<file path="src/rtl/mem_dbg_pkg.sv">
// Shared types for the memory dump engine: FSM states, buffer depth and beat layout.
package mem_dbg_pkg;

  localparam int DUMP_REG_WIDTH  = 8;
  localparam int DUMP_MEM_DEPTH  = 2048;
  localparam int DUMP_ADDR_WIDTH = $clog2(DUMP_MEM_DEPTH);
  localparam int DUMP_BUF_DEPTH  = 2;

  typedef enum logic [1:0] {
    IDLE,
    RUN,
    DRAIN,
    FIN
  } dump_state_t;

  typedef struct packed {
    logic [DUMP_ADDR_WIDTH-1:0] addr;
    logic [DUMP_REG_WIDTH-1:0]  data;
  } dump_beat_t;

endpackage

</file>
<file path="src/rtl/mem_dump_fifo.sv">
// Two-entry beat buffer between the RAM read return and the debug sink.
// A push on a full buffer is only taken when a pop happens in the same cycle.
module mem_dump_fifo
  import mem_dbg_pkg::*;
(
  input  logic       clk,
  input  logic       reset_n,
  input  logic       push,
  input  dump_beat_t push_beat,
  input  logic       pop,
  output dump_beat_t head,
  output logic [1:0] count
);

  localparam logic [1:0] FULL_COUNT = 2'(DUMP_BUF_DEPTH);

  dump_beat_t entry_q [DUMP_BUF_DEPTH];
  logic       wr_idx_q;
  logic       rd_idx_q;
  logic       do_push;
  logic       do_pop;

  assign do_pop  = pop && (count != 2'd0);
  assign do_push = push && ((count != FULL_COUNT) || do_pop);
  assign head    = entry_q[rd_idx_q];

  // Storage, pointers and occupancy; reset clears contents so the head reads as zero.
  always_ff @(posedge clk) begin
    if (!reset_n) begin
      for (int i = 0; i < DUMP_BUF_DEPTH; i++) begin
        entry_q[i] <= '0;
      end
      wr_idx_q <= 1'b0;
      rd_idx_q <= 1'b0;
      count    <= 2'd0;
    end else begin
      if (do_push) begin
        entry_q[wr_idx_q] <= push_beat;
        wr_idx_q          <= ~wr_idx_q;
      end
      if (do_pop) begin
        rd_idx_q <= ~rd_idx_q;
      end
      count <= count + 2'(do_push) - 2'(do_pop);
    end
  end

endmodule

</file>
<file path="src/rtl/mem_dump_engine.sv">
// Walks [start_addr, end_addr) through the RAM's synchronous read port and streams
// (address, data) beats to a valid/ready sink, never holding more than two reads
// outstanding or buffered so backpressure cannot lose data.
module mem_dump_engine
  import mem_dbg_pkg::*;
#(
  parameter int REG_WIDTH  = DUMP_REG_WIDTH,
  parameter int MEM_DEPTH  = DUMP_MEM_DEPTH,
  parameter int ADDR_WIDTH = $clog2(MEM_DEPTH)
) (
  input  logic                  clk,
  input  logic                  reset_n,
  input  logic                  start,
  input  logic [ADDR_WIDTH-1:0] start_addr,
  input  logic [ADDR_WIDTH:0]   end_addr,
  output logic                  busy,
  output logic                  done,
  output logic                  err_range,
  output logic                  mem_rd_en,
  output logic [ADDR_WIDTH-1:0] mem_rd_addr,
  input  logic [REG_WIDTH-1:0]  mem_rd_data,
  output logic                  out_valid,
  input  logic                  out_ready,
  output logic [ADDR_WIDTH-1:0] out_addr,
  output logic [REG_WIDTH-1:0]  out_data
);

  localparam logic [ADDR_WIDTH:0] DEPTH_EXT = (ADDR_WIDTH+1)'(MEM_DEPTH);
  localparam logic [ADDR_WIDTH:0] PTR_ONE   = {{ADDR_WIDTH{1'b0}}, 1'b1};

  dump_state_t           state_q;
  dump_state_t           state_d;
  logic [ADDR_WIDTH:0]   rd_ptr_q;
  logic [ADDR_WIDTH:0]   end_q;
  logic                  inflight_q;
  logic [ADDR_WIDTH-1:0] inflight_addr_q;
  logic                  reject_q;
  logic                  accept;
  logic                  reject;
  logic                  range_ok;
  logic                  pop;
  logic                  room;
  logic [2:0]            occupancy;
  logic [1:0]            fifo_count;
  dump_beat_t            fifo_head;
  dump_beat_t            push_beat;

  // The pointer carries one extra bit so a range ending at MEM_DEPTH terminates without wrapping.
  assign range_ok    = ({1'b0, start_addr} < end_addr) && (end_addr <= DEPTH_EXT);
  assign pop         = out_valid && out_ready;
  assign occupancy   = 3'(fifo_count) + 3'(inflight_q) - 3'(pop);
  assign room        = occupancy < 3'd2;
  assign mem_rd_addr = rd_ptr_q[ADDR_WIDTH-1:0];
  assign push_beat   = '{addr: inflight_addr_q, data: mem_rd_data};
  assign out_valid   = fifo_count != 2'd0;
  assign out_addr    = fifo_head.addr;
  assign out_data    = fifo_head.data;

  // State register.
  always_ff @(posedge clk) begin
    if (!reset_n) begin
      state_q <= IDLE;
    end else begin
      state_q <= state_d;
    end
  end

  // Next state, read strobe and status outputs; a rejected range reports from IDLE one cycle later.
  always_comb begin
    state_d   = state_q;
    mem_rd_en = 1'b0;
    busy      = 1'b0;
    done      = reject_q;
    err_range = reject_q;
    accept    = 1'b0;
    reject    = 1'b0;
    case (state_q)
      IDLE: begin
        if (start) begin
          if (range_ok) begin
            accept  = 1'b1;
            state_d = RUN;
          end else begin
            reject = 1'b1;
          end
        end
      end
      RUN: begin
        busy      = 1'b1;
        mem_rd_en = room;
        if (room && ((rd_ptr_q + PTR_ONE) == end_q)) begin
          state_d = DRAIN;
        end
      end
      DRAIN: begin
        busy = 1'b1;
        if ((fifo_count == 2'd0) && !inflight_q) begin
          state_d = FIN;
        end
      end
      FIN: begin
        done    = 1'b1;
        state_d = IDLE;
      end
      default: state_d = IDLE;
    endcase
  end

  // Read pointer, range end, and tracking of the single read whose data returns next cycle.
  always_ff @(posedge clk) begin
    if (!reset_n) begin
      rd_ptr_q        <= '0;
      end_q           <= '0;
      inflight_q      <= 1'b0;
      inflight_addr_q <= '0;
      reject_q        <= 1'b0;
    end else begin
      reject_q   <= reject;
      inflight_q <= mem_rd_en;
      if (mem_rd_en) begin
        inflight_addr_q <= rd_ptr_q[ADDR_WIDTH-1:0];
        rd_ptr_q        <= rd_ptr_q + PTR_ONE;
      end
      if (accept) begin
        rd_ptr_q <= {1'b0, start_addr};
        end_q    <= end_addr;
      end
    end
  end

  mem_dump_fifo u_fifo (
    .clk       (clk),
    .reset_n   (reset_n),
    .push      (inflight_q),
    .push_beat (push_beat),
    .pop       (pop),
    .head      (fifo_head),
    .count     (fifo_count)
  );

endmodule

</file>
<file path="config.mk">
export PLATFORM = sky130hd
export DESIGN_NAME = mem_dump_engine
export DESIGN_NICKNAME = d
export VERILOG_FILES = /design/src/rtl/mem_dbg_pkg.sv /design/src/rtl/mem_dump_fifo.sv /design/src/rtl/mem_dump_engine.sv
export SDC_FILE = /design/constraint.sdc
export NUM_CORES = 1
export LEC_CHECK = 0
export BUFFER_PORTS_ARGS = -buffer_cell sky130_fd_sc_hd__buf_2
export CORE_MARGIN = 2
export CORE_UTILIZATION = 57
export DETAILED_ROUTE_END_ITERATION = 16
export HOLD_SLACK_MARGIN = 0.15
export PLACE_DENSITY = 0.82
export SETUP_SLACK_MARGIN = 0.15
export SLEW_MARGIN = 20
export SYNTH_ARGS = -nofsm -noshare
export SYNTH_HDL_FRONTEND = slang
export SYNTH_HIERARCHICAL = 1
export SYNTH_SLANG_ARGS = --single-unit
</file>
<file path="constraint.sdc">
create_clock -name clk -period 4.5 [get_ports clk]
set_input_delay 1.125 -clock clk [delete_from_list [all_inputs] [get_ports clk]]
set_output_delay 1.125 -clock clk [all_outputs]
set_load 0.02 [all_outputs]
</file>
==> flow_metrics.py <==
metrics = {
    "run_status": {
        "status": "completed",
    },
    "synthesis": {
        "synthArstFlopShare": 0,
        "synth_most_common_cell": "dfxtp_1",
        "ys_seq_area_frac": 0.453,
        "synth_warnings": 6,
        "yosysTopAreaCellShare": 0.256,
        "ys_types": 57,
        "synthTopCellsByArea": "edfxtp_1, dfxtp_1, and2_1, ha_1, mux2_2",
        "ys.flop_type": "dfxtp_1",
        "syn_nets": 478,
        "ys_seq_elements": 82,
        "synth_area_leader_cell": "edfxtp_1",
        "yosys-top-cells-count": "dfxtp_1, and2_1, edfxtp_1, nand2_1, nor2_1",
        "syn_area_sq_um": 4460,
        "netlist_instances": 424,
        "synth_edf_count": 38,
        "synth_area_per_cell_sq_um": 10.5,
    },
    "die": {
        "die_w_um": 92.5,
        "die-area_sq_um": 8550,
        "die_h_um": 92.5,
        "rows": 32,
        "core_sq_um": 7650,
        "ios": 70,
        "start_util": 0.583,
    },
    "cts": {
        "root_buffer": "clkbuf_8",
        "worstSkewPairLatency_ps": 350,
        "cts_resized": 0,
        "htree_levels": 3,
        "cts_setup_buffers": 0,
        "cts_hold_buffers": 0,
        "cts_tree": "yes",
        "cts_buffers": 9,
        "clk_pin_slew_ps": 70,
        "cts_sinks": 82,
        "max-clock-path-buffers": 2,
    },
    "routing": {
        "dr_wl_met3_um": 410,
        "drc": 0,
        "routedWlPerCell_um": 14.7,
        "met1_length_mm": 3.78,
        "wl_mm": 8.54,
        "vias": 3143,
        "viasPerCell": 5.42,
        "ant_nets": 0,
        "drt_iter0_drc": 134,
        "highest_layer": "met4",
        "drtPass1Iterations": 5,
        "wl_met2_mm": 4.20,
    },
    "cells_and_area": {
        "multi_input_area_sq_um": 2140,
        "fillCellCount": 641,
        "fin_cells": 580,
        "antenna_cells": 0,
        "ff_latch_area_sq_um": 2020,
        "area_growth_pct": 10.1,
        "fin_nets": 527,
        "layout-drive-gt1-share": 0.266,
    },
    "timing": {
        "setup_viol": 0,
        "fmax_mhz": 255,
        "slew_headroom": 0.398,
        "hold_viol": 0,
        "final_max_slew_viol_count": 0,
        "hold_ws_ps": 460,
        "finClkSkew_ps": 8.27,
        "fin_tns_setup_ps": 0,
        "period_share": 0.872,
        "worstMarginPinSlew_ps": 904,
        "rsz0062_at_grt": "false",
        "min_period_ps": 3920,
    },
    "worst_setup_path": {
        "rr_startpoint": "u_fifo/count[1]$_SDFF_PN0_",
        "crit_start": "out_ready",
        "cp.arrival_ps": 2800,
        "crit_fanout": 3,
        "max_stage_delay_ps": 380,
        "path_cells": "buf_2 > and2_1 > ha_1 > nand2b_1 > fa_1 > xnor2_1 > nand3_1 > clkinv_1 > buf_2",
        "endpoint_kind": "primary output",
        "crit_required_ps": 3380,
        "crit_slowest_cell": "fa_1",
        "crit_top_cell": "buf_2",
        "timing_worst_setup_path_type": "input pin to primary output",
        "cp-start-kind": "input pin",
    },
    "power_and_ir_drop": {
        "vdd_drop_max_uv": 214,
        "p_per_area_nw_per_um2": 415,
        "p_leak_nw": 2.10,
    },
    "placed_design": {
        "dpl.hpwl_mm": 6.12,
        "io_buffers": 69,
        "dp_cells": 564,
        "gp_congestion": 0.826,
    },
    "grt": {
        "antenna_found_initial": 0,
        "grt_overflow_total": 0,
        "grt_pass1_wl_mm": 13.7,
        "grt_max_degree": 36,
        "first_global_vias": 2915,
        "grt_usage": 0.205,
    },
    "flow_run": {
        "drv_cap": 0,
    },
    "worst_hold_path": {
        "hp-class": "register to register",
        "hp-start": "inflight_addr_q[2]$_SDFFE_PN0P_",
    },
}
flip-flops by register name, summed over array words and instances (netlist names), named ones only:
signal / flops
state_q: 2
inflight_addr_q: 11
u_fifo/entry_q: 38
inflight_q: 1
err_range: 1
u_fifo/wr_idx_q: 1
rd_ptr_q: 12
u_fifo/rd_idx_q: 1
u_fifo/count: 2
end_q: 12
cell usage in the layout (no fill, tap or decap), types with 14 or more instances in the layout:
master and count:
and2_1 39, inv_1 16, dfxtp_1 44, ha_1 18
nor2_1 21, nor2b_1 14, nand2_1 36, buf_2 69
mux2_2 19, xor2_1 14, a21oi_1 15, edfxtp_1 38
power breakdown:
group | leakage (nW) | switching, mW | internal (mW) | total [mW]
registers | 0.752 | 0.0926 | 0.869 | 0.961
logic | 1.25 | 0.329 | 0.234 | 0.563
clock network | 0.0933 | 0.260 | 0.256 | 0.516
total | 2.10 | 0.682 | 1.36 | 2.04
logic make-up after synthesis:
family / synth area share
AO/OA/AOI/OAI: 0.0920
XOR/XNOR: 0.0530
adder cells (fa/ha/maj): 0.0550
buffers and inverters: 0.0667
flip-flops: 0.453
multiplexers: 0.0771
AND/OR/NAND/NOR: 0.203
area by class of cell:
type	instances	share of cell area
clock buffer	11	0.0268
sequential	82	0.412
multi-input combinational	291	0.436
clock inverter	5	0.0115
timing repair buffer	72	0.0749
inverter	17	0.0130
tap	102	0.0260
metal layers:
layer,vias to the layer above,GRT usage
li1,1560,-
met4,0,0.0908
met1,1482,0.256
met3,13,0.0293
met5,-,0
met2,88,0.352
metrics by stage:
stage	util	cell area, sq um	setup WS (ps)	total power, mW
finish	0.642	4910	578	2.04
CTS	0.642	4910	556	2.05
global placement	0.618	4720	614	1.52
global route	0.642	4910	504	2.15
floorplan	-	4460	366	1.41
detailed placement	0.618	4720	557	1.54
final timing paths:
kind,endpoint,slack (ps),cells past startpoint
worst max-delay path,mem_rd_en,580,9
worst min-delay path,inflight_addr_q[2]$_SDFFE_PN0P_,460,2
worst max register to register,state_q[1]$_SDFFE_PN0P_,1160,12
worst min register to register,inflight_addr_q[2]$_SDFFE_PN0P_,460,2
worst max-delay path, delay by kind of cell:
family	cells	cell delay (ps)
XOR/XNOR	1	180
adder cells (fa/ha/maj)	2	690
buffers and inverters	3	350
AND/OR/NAND/NOR	3	450
Power figures use the tool's default switching activity.
